### src/rtl/cc_transition_sequencer.sv
// Screen-code sequencer: level splash for a timed dwell, then play, then trophy on win.
// Drives the 3-bit pattern-table code and a reload pulse for the register bank.
module cc_transition_sequencer #(
  parameter int unsigned CLK_DIV     = 50000000,
  parameter int unsigned DWELL_TICKS = 2
) (
  input  logic       CLOCK_50,
  input  logic       RESET_InLow,
  input  logic       START_InHigh,
  input  logic [2:0] LEVEL_InBUS,
  input  logic       WIN_InHigh,
  input  logic       ABORT_InHigh,
  output logic [2:0] TRANSITION_OutBUS,
  output logic       LOAD_OutHigh,
  output logic       PLAY_OutHigh,
  output logic       BUSY_OutHigh
);

  localparam logic [1:0] ST_IDLE = 2'd0;
  localparam logic [1:0] ST_SHOW = 2'd1;
  localparam logic [1:0] ST_PLAY = 2'd2;
  localparam logic [1:0] ST_WIN  = 2'd3;

  localparam int unsigned PW = $clog2(CLK_DIV);
  localparam int unsigned DW = (DWELL_TICKS > 1) ? $clog2(DWELL_TICKS) : 1;
  localparam logic [PW-1:0] PRE_LAST   = PW'(CLK_DIV - 1);
  localparam logic [DW-1:0] DWELL_LAST = DW'(DWELL_TICKS - 1);

  localparam logic [2:0] CODE_IDLE   = 3'b000;
  localparam logic [2:0] CODE_TROPHY = 3'b101;

  logic [1:0]    state_q, state_d;
  logic [2:0]    level_q, level_d;
  logic [PW-1:0] pre_q,   pre_d;
  logic [DW-1:0] dwell_q, dwell_d;
  logic [2:0]    code_q,  code_d;
  logic          load_q,  load_d;
  logic          play_q,  play_d;
  logic          busy_q,  busy_d;

  logic start_ok;
  logic tick;

  assign start_ok = START_InHigh && (LEVEL_InBUS != 3'd0) && (LEVEL_InBUS <= 3'd4);
  assign tick     = (pre_q == PRE_LAST);

  always_comb begin
    state_d = state_q;
    level_d = level_q;
    pre_d   = '0;
    dwell_d = '0;

    // Counters default to 0, so every exit from SHOW and every (re)entry clears them.
    if (ABORT_InHigh) begin
      state_d = ST_IDLE;
    end else if (start_ok && (state_q != ST_PLAY)) begin
      state_d = ST_SHOW;
      level_d = LEVEL_InBUS;
    end else if (WIN_InHigh && (state_q == ST_PLAY)) begin
      state_d = ST_WIN;
    end else if (state_q == ST_SHOW) begin
      if (tick) begin
        if (dwell_q == DWELL_LAST) begin
          state_d = ST_PLAY;
        end else begin
          dwell_d = dwell_q + 1'b1;
        end
      end else begin
        pre_d   = pre_q + 1'b1;
        dwell_d = dwell_q;
      end
    end

    case (state_d)
      ST_SHOW: code_d = level_d;
      ST_WIN:  code_d = CODE_TROPHY;
      default: code_d = CODE_IDLE;
    endcase

    load_d = (code_d != code_q);
    busy_d = (state_d == ST_SHOW);
    play_d = (state_d == ST_PLAY);
  end

  always_ff @(posedge CLOCK_50 or negedge RESET_InLow) begin
    if (!RESET_InLow) begin
      state_q <= ST_IDLE;
      level_q <= '0;
      pre_q   <= '0;
      dwell_q <= '0;
      code_q  <= CODE_IDLE;
      load_q  <= 1'b0;
      play_q  <= 1'b0;
      busy_q  <= 1'b0;
    end else begin
      state_q <= state_d;
      level_q <= level_d;
      pre_q   <= pre_d;
      dwell_q <= dwell_d;
      code_q  <= code_d;
      load_q  <= load_d;
      play_q  <= play_d;
      busy_q  <= busy_d;
    end
  end

  assign TRANSITION_OutBUS = code_q;
  assign LOAD_OutHigh      = load_q;
  assign PLAY_OutHigh      = play_q;
  assign BUSY_OutHigh      = busy_q;

endmodule

### config.mk
export PLATFORM = sky130hd
export DESIGN_NAME = cc_transition_sequencer
export DESIGN_NICKNAME = d
export VERILOG_FILES = /design/src/rtl/cc_transition_sequencer.sv
export SDC_FILE = /design/constraint.sdc
export NUM_CORES = 1
export LEC_CHECK = 0
export CAP_MARGIN = 10
export CORE_MARGIN = 10
export CORE_UTILIZATION = 55
export CTS_BUF_LIST = sky130_fd_sc_hd__clkbuf_8
export CTS_CLUSTER_DIAMETER = 50
export DETAILED_ROUTE_END_ITERATION = 6
export GPL_TIMING_DRIVEN = 0
export PLACE_DENSITY = 0.82
export SYNTH_ARGS = -nofsm -noshare
export SYNTH_HDL_FRONTEND = slang
export SYNTH_SLANG_ARGS = --single-unit
export TNS_END_PERCENT = 1
### constraint.sdc
create_clock -name CLOCK_50 -period 2.4 [get_ports CLOCK_50]
set_input_delay 0.48 -clock CLOCK_50 [delete_from_list [all_inputs] [get_ports CLOCK_50]]
set_output_delay 0.48 -clock CLOCK_50 [all_outputs]
set_load 0.03 [all_outputs]
==> impl_metrics.py <==
metrics = {
    "clock_network": {
        "cts.sinks": 38,
        "h-tree-depth": 2,
        "clkLatencyLatePin_ns": 0.29,
        "clock-root-buffer": "clkbuf_8",
        "cts_tree": "built",
        "path_clk_slew_ns": 0.08,
        "cts_buffers": 5,
        "clockBufferDepth": 2,
    },
    "synthesis": {
        "ys_warn_count": 0,
        "ys_types": 46,
        "ys.flop_type": "dfrtp_1",
        "synth_top_cell_by_area": "dfrtp_1",
        "seq_area_frac_synth": 0.477,
        "yosys.cell_count.top_type": "nor2_1",
        "synth_nets": 215,
        "synth_edf_count": 0,
        "synthTopCellsByCount": "41 x nor2_1, 38 x dfrtp_1, 16 x xnor2_1",
        "syn_area_sq_um": 1990,
        "async_flop_share": 1.00,
        "synth_top_area_frac": 0.477,
        "synth-seq-cells": 38,
        "synthCells": 206,
        "synthTopCellsByArea": "dfrtp_1 48%, nor2_1 7.7%, xnor2_1 7.0%",
        "syn_avg_cell_area_sq_um": 9.68,
    },
    "detailed_routing": {
        "top_layer": "met4",
        "drc": 0,
        "drt_iter0_markers": 122,
        "wl_met1_um": 1780,
        "via_count": 1544,
        "dr.pass1.iters": 4,
        "routedWlPerCell_um": 14.3,
        "dr_wl_met2_um": 1930,
        "ant_nets": 0,
        "wl_um": 3950,
        "wl_met3_um": 199,
        "drt-vias-per-instance": 5.61,
    },
    "timing": {
        "fin_skew_ns": 0.0104,
        "period_share": 0.949,
        "finalSetupTns_ns": 0,
        "fin_crit_ns": 2.28,
        "whs_ns": 0.278,
        "finalSetupViolations": 0,
        "slew_viol_final": 0,
        "hold_viol": 0,
        "slew_headroom": 0.452,
        "fmaxAchievable_mhz": 439,
        "worst_slew_pin_slew_ns": 0.821,
    },
    "place": {
        "place_hpwl_um": 2690,
        "gp_congestion": 0.846,
        "placedCellCount": 265,
        "port_buffers": 13,
        "post_dp_cell_area_sq_um": 2180,
    },
    "global_routing": {
        "grt_pass1_wl_um": 6590,
        "grt_pass1_vias": 1447,
        "grt.total_usage": 0.128,
        "gr-total-overflow": 0,
        "grt_max_degree": 39,
        "antenna_found_initial": 0,
    },
    "power": {
        "pwr_density_cell_nw_per_um2": 614,
        "total_power_mw": 1.45,
        "irDropWorstVdd_mv": 0.544,
        "p_leak_nw": 0.952,
    },
    "critical_path": {
        "required_ns": 2.57,
        "end_kind": "register",
        "cp_max_fo": 5,
        "path_class": "input port to register",
        "cp_slowest_stage_delay_ns": 0.50,
        "reg2reg_to": "LOAD_OutHigh",
        "crit_path_cell_trace": "clkdlybuf4s50_1 > nor2b_1 > nand4_1 > mux2_2 > a21boi_0 > xnor2_1 > o31ai_1",
        "rr_worst_depth": 6,
        "critPathLaunchType": "input port",
        "r2r_slack_ns": 0.13,
        "critPathSlowestCell": "clkdlybuf4s50_1",
        "reg2reg_from": "pre_q[7]",
        "crit_arrival_ns": 2.45,
    },
    "outcome": {
        "status": "finished, final reports clean",
    },
    "job": {
        "maxCapViolations": 0,
    },
    "die": {
        "start_util": 0.584,
        "die_w_um": 80.2,
        "dieArea_sq_um": 6430,
        "io_pins": 14,
        "core_area_sq_um": 3420,
        "row_count": 21,
        "die_h_um": 80.2,
    },
    "layout": {
        "n_antenna_cell": 0,
        "fin_cells": 275,
        "design_area_sq_um": 2370,
        "n_fill_cell": 263,
        "final_net_count": 237,
        "drive_above_1_share": 0.153,
        "area_delta_synth_final_pct": 18.7,
    },
    "hold_path": {
        "hold_class": "input port to asynchronous set/reset pin",
    },
}
==> cells in the final DEF, fill, tap and decap left out, types with 4 or more instances in the layout <==
master / synthesis / routed
a21oi_1: 4 / 4
and4_1: 4 / 4
clkbuf_8: 0 / 5
clkdlybuf4s50_1: 0 / 10
dfrtp_1: 38 / 38
inv_1: 9 / 9
nand2_1: 10 / 10
nand3_1: 9 / 9
nand4_1: 10 / 10
nor2_1: 41 / 41
xnor2_1: 16 / 16
xor2_1: 9 / 9
==> report_power, final <==
part | total [mW] | internal, mW | switching [mW]
Combinational | 0.137 | 0.0586 | 0.0786
Clock | 0.646 | 0.416 | 0.230
Sequential | 0.670 | 0.658 | 0.0117
Total | 1.45 | 1.13 | 0.320
==> worst max-delay path by stage <==
stage,slack (ns),endpoint,cells after the start,startpoint
floorplan,0.34,LOAD_OutHigh,9,pre_q[0]
detailed placement,-0.29,pre_q[10],8,LEVEL_InBUS[1]
CTS,0.02,pre_q[10],8,LEVEL_InBUS[2]
global placement,-0.21,pre_q[22],8,LEVEL_InBUS[1]
finish,0.12,LOAD_OutHigh,7,ABORT_InHigh
global route,-0.01,pre_q[10],10,pre_q[0]
==> registers in the layout (all words and copies together), names as in the netlist <==
| signal | flops |
|---|---|
| TRANSITION_OutBUS | 3 |
| BUSY_OutHigh | 1 |
| dwell_q | 1 |
| pre_q | 26 |
| LOAD_OutHigh | 1 |
| PLAY_OutHigh | 1 |
| level_q | 3 |
| state_q | 2 |
==> what timing repair did <==
item                                    4_1_cts  5_1_grt
endpoints found under the setup margin        0       21
resized for setup                             0        9
setup buffers                                 0        2
hold buffers                                  0        0
==> routing by layer <==
layer	vias up	track usage
met5	-	0
met4	0	0.0423
met3	6	0.0434
met2	38	0.198
met1	748	0.164
li1	752	-
==> kinds of logic (layout without fill, tap and decap cells) <==
logic type                 after synthesis  in the layout  synth area share
DFF                                     38             38             0.477
AOI/OAI and AO/OA                       20             20            0.0810
xor gates and xnor gates                25             25             0.110
muxes                                    1              1           0.00565
and+or+nand+nor                        105            105             0.285
adders and majority gates                1              1           0.00628
buffers and inverters                   16             39            0.0352
==> metrics by stage <==
stage | util | setup WS (ns)
final | 0.693 | 0.121
after global routing | 0.693 | -0.0135
after CTS | 0.677 | 0.0210
after detailed placement | 0.637 | -0.289
after global placement | 0.638 | -0.213
after floorplan | - | 0.344
==> critical path: cells and delay by family <==
kind / cells / cell delay (ns)
compound gates: 2 / 0.42
buf+inv: 1 / 0.50
xor+xnor: 1 / 0.16
simple gates: 2 / 0.59
mux: 1 / 0.30
==> layout make-up <==
type | instances | area, sq um | area share
Buffer | 6 | 40.0 | 0.0169
Clock buffer | 5 | 68.8 | 0.0291
Clock inverter | 3 | 68.8 | 0.0291
Inverter | 10 | 37.5 | 0.0159
Multi-Input combinational cell | 152 | 997 | 0.421
Sequential cell | 38 | 951 | 0.402
Tap cell | 46 | 57.6 | 0.0243
Timing Repair Buffer | 15 | 145 | 0.0613
Note: power is estimated with default switching activity, not from simulation.
